**config.mk**
```make
export PLATFORM = sky130hd
export DESIGN_NAME = queue_counter
export DESIGN_NICKNAME = d
export VERILOG_FILES = /design/src/rtl/sbqm_pkg.sv /design/src/rtl/sensor_edge.sv /design/src/rtl/queue_counter.sv
export SDC_FILE = /design/constraint.sdc
export NUM_CORES = 1
export LEC_CHECK = 0
export ABC_AREA = 1
export BUFFER_PORTS_ARGS = -buffer_cell sky130_fd_sc_hd__buf_2
export CAP_MARGIN = 10
export CORE_MARGIN = 10
export CORE_UTILIZATION = 45
export CTS_BUF_LIST = sky130_fd_sc_hd__clkbuf_8 sky130_fd_sc_hd__clkbuf_16
export CTS_CLUSTER_SIZE = 16
export DETAILED_ROUTE_END_ITERATION = 10
export GPL_TIMING_DRIVEN = 0
export PLACE_DENSITY = 0.66
export SYNTH_ARGS = -nofsm -noshare
export SYNTH_HDL_FRONTEND = slang
export SYNTH_SLANG_ARGS = --single-unit
```
**constraint.sdc**
```tcl
create_clock -name clk -period 1.8 [get_ports clk]
set_input_delay 0.09 -clock clk [delete_from_list [all_inputs] [get_ports clk]]
set_output_delay 0.09 -clock clk [all_outputs]
set_load 0.005 [all_outputs]
```
**src/rtl/sbqm_pkg.sv**
```systemverilog
// Shared constants and types for the SBqm queue counter and waiting-time ROM.
package sbqm_pkg;

  localparam int unsigned N_DEF = 3;
  localparam int unsigned MAX_P = (1 << N_DEF) - 1;

  typedef logic [1:0] teller_t;

endpackage : sbqm_pkg

```
**src/rtl/sensor_edge.sv**
```systemverilog
// Photocell front end: two-flop synchroniser, optional debounce, rising-edge pulse.
// Optional macro: QCNT_DEBOUNCE_EN enables the DB_CYCLES debounce filter.
module sensor_edge
`ifdef QCNT_DEBOUNCE_EN
  #(
    parameter int unsigned DB_CYCLES = 4
  )
`endif
  (
    input  logic clk,
    input  logic rst,
    input  logic level,
    output logic pulse_c
  );

  logic       sync1;
  logic       sync2;
  logic       prev;
  logic       lvl;
  logic [1:0] warm;
  logic       primed;

  // Valid samples exist only once the synchroniser has refilled after reset;
  // the first of them seeds the edge detector instead of producing a pulse.
  assign primed = (warm == 2'd3);

  // Two-flop synchroniser for the asynchronous sensor level.
  always_ff @(posedge clk or posedge rst) begin
    if (rst) begin
      sync1 <= 1'b0;
      sync2 <= 1'b0;
    end else begin
      sync1 <= level;
      sync2 <= sync1;
    end
  end

  // Post-reset warm-up counter, saturates once the detector is primed.
  always_ff @(posedge clk or posedge rst) begin
    if (rst) begin
      warm <= 2'd0;
    end else if (!primed) begin
      warm <= warm + 2'd1;
    end
  end

`ifdef QCNT_DEBOUNCE_EN
  localparam int unsigned CW = $clog2(DB_CYCLES + 1);

  logic          acc;
  logic [CW-1:0] cnt;

  // Accept a new level only after DB_CYCLES consecutive mismatching samples.
  always_ff @(posedge clk or posedge rst) begin
    if (rst) begin
      acc <= 1'b0;
      cnt <= '0;
    end else if (!primed) begin
      acc <= sync2;
      cnt <= '0;
    end else if (sync2 == acc) begin
      cnt <= '0;
    end else if (cnt == CW'(DB_CYCLES - 1)) begin
      acc <= sync2;
      cnt <= '0;
    end else begin
      cnt <= cnt + CW'(1);
    end
  end

  assign lvl = acc;
`else
  assign lvl = sync2;
`endif

  // Previous-level register; while priming it tracks the raw synchronised level.
  always_ff @(posedge clk or posedge rst) begin
    if (rst) begin
      prev <= 1'b0;
    end else begin
      prev <= primed ? lvl : sync2;
    end
  end

  // One pulse per rising edge of the accepted level.
  always_comb begin
    pulse_c = lvl & ~prev & primed;
  end

endmodule : sensor_edge

```
**src/rtl/queue_counter.sv**
```systemverilog
// Customer queue counter feeding the SBqm waiting-time ROM address.
// Optional macro: QCNT_DEBOUNCE_EN adds a DB_CYCLES debounce on both sensors.
module queue_counter
  import sbqm_pkg::*;
  #(
    parameter int unsigned N         = N_DEF,
    parameter int unsigned DB_CYCLES = 4
  )
  (
    input  logic         clk,
    input  logic         rst,
    input  logic         sens_in,
    input  logic         sens_out,
    input  teller_t      tcount_sw,
    output logic [N-1:0] pcount,
    output teller_t      tcount,
    output logic         full,
    output logic         empty,
    output logic         ovf_err,
    output logic         udf_err
  );

  localparam logic [N-1:0] PMAX = '1;

  // Reject degenerate configurations at elaboration.
  if (N < 1 || DB_CYCLES < 1) begin : g_param_check
    $error("queue_counter: N and DB_CYCLES must be at least 1");
  end

  logic         in_pulse;
  logic         out_pulse;
  teller_t      tsync1;
  logic [N-1:0] pcount_next;
  logic         ovf_next;
  logic         udf_next;

`ifdef QCNT_DEBOUNCE_EN
  sensor_edge #(.DB_CYCLES(DB_CYCLES)) u_edge_in (
    .clk(clk), .rst(rst), .level(sens_in), .pulse_c(in_pulse)
  );
  sensor_edge #(.DB_CYCLES(DB_CYCLES)) u_edge_out (
    .clk(clk), .rst(rst), .level(sens_out), .pulse_c(out_pulse)
  );
`else
  sensor_edge u_edge_in (
    .clk(clk), .rst(rst), .level(sens_in), .pulse_c(in_pulse)
  );
  sensor_edge u_edge_out (
    .clk(clk), .rst(rst), .level(sens_out), .pulse_c(out_pulse)
  );
`endif

  // Teller-select switch synchroniser; the second stage is the output.
  always_ff @(posedge clk or posedge rst) begin
    if (rst) begin
      tsync1 <= 2'd0;
      tcount <= 2'd0;
    end else begin
      tsync1 <= tcount_sw;
      tcount <= tsync1;
    end
  end

  // Saturating count update and error detection from the edge pulses.
  always_comb begin
    pcount_next = pcount;
    ovf_next    = 1'b0;
    udf_next    = 1'b0;
    if (in_pulse && !out_pulse) begin
      if (full) ovf_next    = 1'b1;
      else      pcount_next = pcount + N'(1);
    end else if (out_pulse && !in_pulse) begin
      if (empty) udf_next    = 1'b1;
      else       pcount_next = pcount - N'(1);
    end
  end

  // Count, status flags and error pulses, all registered together.
  always_ff @(posedge clk or posedge rst) begin
    if (rst) begin
      pcount  <= '0;
      full    <= 1'b0;
      empty   <= 1'b1;
      ovf_err <= 1'b0;
      udf_err <= 1'b0;
    end else begin
      pcount  <= pcount_next;
      full    <= (pcount_next == PMAX);
      empty   <= (pcount_next == '0);
      ovf_err <= ovf_next;
      udf_err <= udf_next;
    end
  end

endmodule : queue_counter

```
==> results of run 1 <==
critical path, cell delays in order, from the launching register on:
cell and delay, ps:
dfrtp_1 490, inv_1 120, ha_1 320, o21ai_0 160, nand3_1 90, nand2_1 90
nand2_1 60, nand2_2 70, nand2_1 60, nor2_2 70
layout by cell type, fill, tap and decap left out, drive strengths merged, types with 3 or more instances in the layout:
cell type,synthesis,final
dfrtp,20,20
dlygate4sd3,0,5
nand2,37,37
buf,0,14
nor2,6,6
inv,13,13
ha,4,4
clkbuf,0,3
nand3,12,12
xnor2,4,4
cell type report:
cell class	count	area, um^2
clock buffer	3	41.3
clock inverter	1	7.51
fill	186	838
inverter	13	48.8
multi-input combinational	69	405
sequential	21	527
tap	27	33.8
timing repair buffer	19	120
through the flow:
stage / instance area [um^2] / total power [mW] / hold WS [ps]
finish: 1180 / 1.48 / 352
global route: 1180 / 1.60 / 372
CTS: 1180 / 1.49 / 356
detailed placement: 1080 / 1.16 / 200
global placement: 1080 / 1.15 / 198
floorplan: 981 / 1.01 / 65.8
cell families after synthesis:
| kind of cell | after synthesis |
|---|---|
| adder cells (fa/ha/maj) | 4 |
| flip-flops | 21 |
| multiplexers | 2 |
| buffers and inverters | 13 |
| AO/OA/AOI/OAI | 4 |
| AND/OR/NAND/NOR | 55 |
| XOR/XNOR | 4 |
timing repair:
action / 4_1_cts / 5_1_grt
setup endpoints to repair: 0 / 0
hold endpoints to repair: 24 / 0
hold buffers: 5 / 0
path summary, 6_finish.rpt:
kind / startpoint / end / slack (ps)
min in group asynchronous: rst / full / 500
max in group asynchronous: rst / u_edge_out.lvl / 830
max reg2reg: pcount[0] / full / 220
max: pcount[0] / full / 220
min: tsync1[1] / tcount[1] / 350
min reg2reg: tsync1[1] / tcount[1] / 350
sequential cells by signal (all words and copies together) (netlist names), 2 cells and up:
name	cells
u_edge_out.warm	2
u_edge_in.warm	2
pcount	3
tcount	2
tsync1	2
where the power goes:
| group | switching [mW] | leakage (nW) | internal (mW) |
|---|---|---|---|
| combinational | 0.304 | 0.340 | 0.219 |
| clock | 0.154 | 0.0217 | 0.156 |
| sequential | 0.0985 | 0.240 | 0.544 |
| total | 0.556 | 0.602 | 0.919 |
per-layer routing:
metal | share of wire [%] | vias up
li1 | - | 369
met1 | 47 | 336
met2 | 45 | 21
met3 | 5.1 | 7
met4 | 2.6 | 0
met5 | 0 | -
==> results.json, run 1 <==
{
  "status": "complete, no violations",
  "yosys.area.top_type": "dfrtp_1",
  "gr-total-overflow": 0,
  "globalRouteTotalUtil_pct": 9.26,
  "synth-simple-area-share_pct": 26.9,
  "ys_async_sr_fraction_pct": 100,
  "top_usage_layer": "met2",
  "clockBufferDepth": 2,
  "grt_util_met3_pct": 3.01,
  "vias": 733,
  "cts_max_level": 1,
  "synth_cell_types": 19,
  "drt-vias-per-instance": 4.79,
  "grt_use_met1_pct": 10.9,
  "grt_first_pass_wirelength_mm": 3.23,
  "max-cap-violations": 0,
  "dp_hpwl_mm": 1.29,
  "hold_path_depth": 0,
  "wl_per_cell_um": 11.6,
  "fmax_mhz": 632,
  "crit_path_start_kind": "register",
  "cts_sinks": 21,
  "synth_area_um2": 981,
  "synth_most_common_cell": "nand2_1",
  "place_ws_ps": 233,
  "cp_data_arrival_time_ps": 1780,
  "avgSynthCellArea_um2": 9.52,
  "io_buffers": 14,
  "fin_setup_tns_ps": 0,
  "ios": 15,
  "synth-adder-area-share_pct": 5.10,
  "drt_first_pass_iters": 4,
  "ys_top_cells_by_count": "nand2_1 (32), dfrtp_1 (20), inv_1 (11)",
  "diodes": 0,
  "synth_sequential_area_ratio_pct": 53.7,
  "path_clk_slew_ps": 80,
  "antenna_left": 0,
  "fin_crit_ps": 1580,
  "drive_above_1_share_pct": 27.8,
  "ctsResizeCount": 0,
  "min_path_type": "reg -> reg",
  "numCtsBuffers": 3,
  "grt_setup_unrepaired": "no",
  "yosysWarnings": 0,
  "synthToLayoutAreaGrowth_pct": 20.7,
  "synthMuxAreaShare_pct": 2.30,
  "synth_nets": 113,
  "ys_top_cells_by_area": "dfrtp_1 (51%), nand2_1 (12%), ha_1 (5.1%), nand3_1 (5.1%), inv_1 (4.2%)",
  "report.final.slew_viol_count": 0,
  "post-route-util_pct": 58.5,
  "start_util_pct": 48.5,
  "core_region_area_um2": 2020,
  "synth_xor_area_share_pct": 3.57,
  "routed_wl_mm": 1.78,
  "final.setup_skew_ps": 2.25,
  "synth_edf_count": 0,
  "root_buffer": "clkbuf_8",
  "fp-row-count": 16,
  "endpoint_kind": "register",
  "die_w_um": 66.7,
  "grt_pass1_vias": 755,
  "die_h_um": 66.7,
  "fin_cells": 153,
  "finalSetupViolations": 0,
  "grtUsageMet2_pct": 14.7,
  "antenna_found_initial": 0,
  "r2r_cells": 9,
  "powerDensity_nw_per_um2": 1250,
  "grt_max_degree": 22,
  "syn-instance-count": 103,
  "clk_latency_ps": 260,
  "worst_pin_slew_ps": 750,
  "finalNetCount": 137,
  "path_class": "reg -> reg",
  "hold_viol": 0,
  "synth_top_family_by_area": "simple AND/OR/NAND/NOR gates",
  "fin_ws_ps": 219,
  "cts_tree": "done",
  "fin_crit_sh_pct": 87.8,
  "ys_ff_latch": 21,
  "crit_fanout": 7,
  "p_leak_nw": 0.602,
  "crit_required_ps": 2000,
  "slew_headroom_pct": 49.9,
  "dp_cells": 144,
  "drt_iter0_markers": 25,
  "synth_compound_area_share_pct": 3.44,
  "die_area_um2": 4450,
  "cts_setup_buffers": 0,
  "drc": 0,
  "synth_ff_type": "dfrtp_1",
  "peakVddDrop_mv": 0.705,
  "gp_congestion": 0.820,
  "synth_top_cell_area_share_pct": 51.0
}
Note: power is estimated with default switching activity, not from simulation.
==> inputs of run 2 (changes only) <==
==> constraint.sdc (replaced) <==
create_clock -name clk -period 1.8 [get_ports clk]
set_input_delay 0.27 -clock clk [delete_from_list [all_inputs] [get_ports clk]]
set_output_delay 0.27 -clock clk [all_outputs]
set_load 0.005 [all_outputs]
==> run 2 against run 1 <==
Critical path depth stayed put. Worst setup slack worse by 1.8 ps. Final area is 4.2% lower. First-iteration DRC count is 8.0% higher. Die area stayed put. Maximum frequency is 0.11% lower. Flip-flop and latch count stayed put. Sequential share of layout area is 2.0 points higher. Global-route usage is 0.24 points lower. Total power is 0.53% lower. Largest cell class unchanged.
==> results.json, run 2 (synthesis gave the netlist of run 1 again) <==
{
  "met1Wirelength_um": 837,
  "top_register": "pcount",
  "gr-total-overflow": 0,
  "layout_common_cells": "nand2_1 (32), dfrtp_1 (20), buf_2 (14)",
  "drt_iter0_markers": 27,
  "slew_headroom_pct": 49.9,
  "r2r_cells": 9,
  "antenna_found_initial": 0,
  "timing.rr.end": "full",
  "die_h_um": 66.7,
  "min_path_type": "in -> reg",
  "wl_per_cell_um": 11.7,
  "hold_path_depth": 1,
  "drc": 0,
  "path_class": "reg -> reg",
  "ios": 15,
  "endpoint_kind": "register",
  "vias": 719,
  "grt_first_pass_wirelength_mm": 3.15,
  "start_util_pct": 48.5,
  "max-cap-violations": 0,
  "status": "complete, no violations",
  "routed_wl_mm": 1.73,
  "p_leak_nw": 0.581,
  "peakVddDrop_mv": 0.703,
  "cts_tree": "done",
  "crit_fanout": 7,
  "hold_viol": 0,
  "antenna_left": 0,
  "cts_max_level": 1,
  "drt_first_pass_iters": 4,
  "report.final.slew_viol_count": 0,
  "dp_cells": 144,
  "post-route-util_pct": 56.1,
  "clockBufferDepth": 2,
  "root_buffer": "clkbuf_8",
  "die_area_um2": 4450,
  "io_buffers": 14,
  "grt_setup_unrepaired": "no",
  "clk_latency_ps": 260,
  "hold_buffers": 0,
  "path_clk_slew_ps": 80,
  "critPathCapture": "full",
  "numCtsBuffers": 3,
  "final_common_cell": "nand2_1",
  "core_region_area_um2": 2020,
  "reg2reg_from": "pcount[0]",
  "die_w_um": 66.7,
  "fin_cells": 148,
  "r2r_slack_ps": 220,
  "largest_register_ffs": 3,
  "fp-row-count": 16,
  "wl_met3_um": 77,
  "gp_congestion": 0.820,
  "crit_required_ps": 2000,
  "fmax_mhz": 632,
  "highest_layer": "met4",
  "cp_data_arrival_time_ps": 1790,
  "finalNetCount": 132,
  "finalSetupViolations": 0,
  "cts_setup_buffers": 0,
  "fin_setup_tns_ps": 0,
  "dp_hpwl_mm": 1.29,
  "cts_sinks": 21,
  "drive_above_1_share_pct": 28.9,
  "fin_crit_sh_pct": 87.9,
  "drt-vias-per-instance": 4.86,
  "final.setup_skew_ps": 2.58,
  "cp-startpoint": "pcount[0]",
  "worst_pin_slew_ps": 750,
  "fin_crit_ps": 1580,
  "fillCellCount": 195,
  "globalRouteTotalUtil_pct": 9.02,
  "synthToLayoutAreaGrowth_pct": 15.6,
  "grt_pass1_vias": 756,
  "grt_max_degree": 22,
  "ctsResizeCount": 0,
  "diodes": 0,
  "powerDensity_nw_per_um2": 1290,
  "wl_met2_um": 764,
  "crit_path_start_kind": "register"
}
[run 2: cell types whose count changed in the layout (fill, tap and decap cells not counted)]
cell           change
dlygate4sd3_1      -5
[run 2: per-stage QoR]
| step | setup slack, ps | area [um^2] | hold WS, ps | total power [mW] |
|---|---|---|---|---|
| 2_1_floorplan | 397 | 981 | 246 | 1.01 |
| 3_3_place_gp | 254 | 1080 | 332 | 1.15 |
| 3_5_place_dp | 233 | 1080 | 338 | 1.16 |
| 4_1_cts | 216 | 1130 | 103 | 1.48 |
| 5_1_grt | 77.6 | 1130 | 105 | 1.59 |
| 6_report | 217 | 1130 | 111 | 1.47 |
[run 2: worst min path at each step]
stage / start / end / slack (ps)
2_1_floorplan: rst / full / 250
3_3_place_gp: u_edge_in.sync1 / u_edge_in.lvl / 330
3_5_place_dp: tsync1[1] / tcount[1] / 340
4_1_cts: sens_out / u_edge_out.sync1 / 100
5_1_grt: sens_in / u_edge_in.sync1 / 100
6_report: sens_out / u_edge_out.sync1 / 110
[run 2: power breakdown]
part | total, mW | switching [mW] | internal [mW]
Clock | 0.310 | 0.154 | 0.156
Combinational | 0.515 | 0.303 | 0.212
Sequential | 0.643 | 0.0987 | 0.544
[run 2: worst max-delay path, cell delays in order (launching register included)]
cell and delay, ps:
dfrtp_1 490, inv_1 120, ha_1 320, o21ai_0 160, nand3_1 90, nand2_1 90, nand2_1 60, nand2_2 70
nand2_1 60, nor2_2 70
[run 2: area by class of cell]
cell class / count / area [um^2] / share of cell area, %
multi-input cells: 69 / 405 / 35.8
inverters: 13 / 48.8 / 4.30
clock buffers: 3 / 41.3 / 3.64
flip-flops and latches: 21 / 527 / 46.5
well taps: 27 / 33.8 / 2.98
clock inverters: 1 / 7.51 / 0.662
repair buffers: 14 / 70.1 / 6.18
[run 2: routing by layer]
metal | vias to the layer above | track usage (%)
met2 | 20 | 14.2
met4 | 0 | 4.71
met3 | 7 | 2.84
met5 | - | 0
li1 | 359 | -
met1 | 333 | 10.7
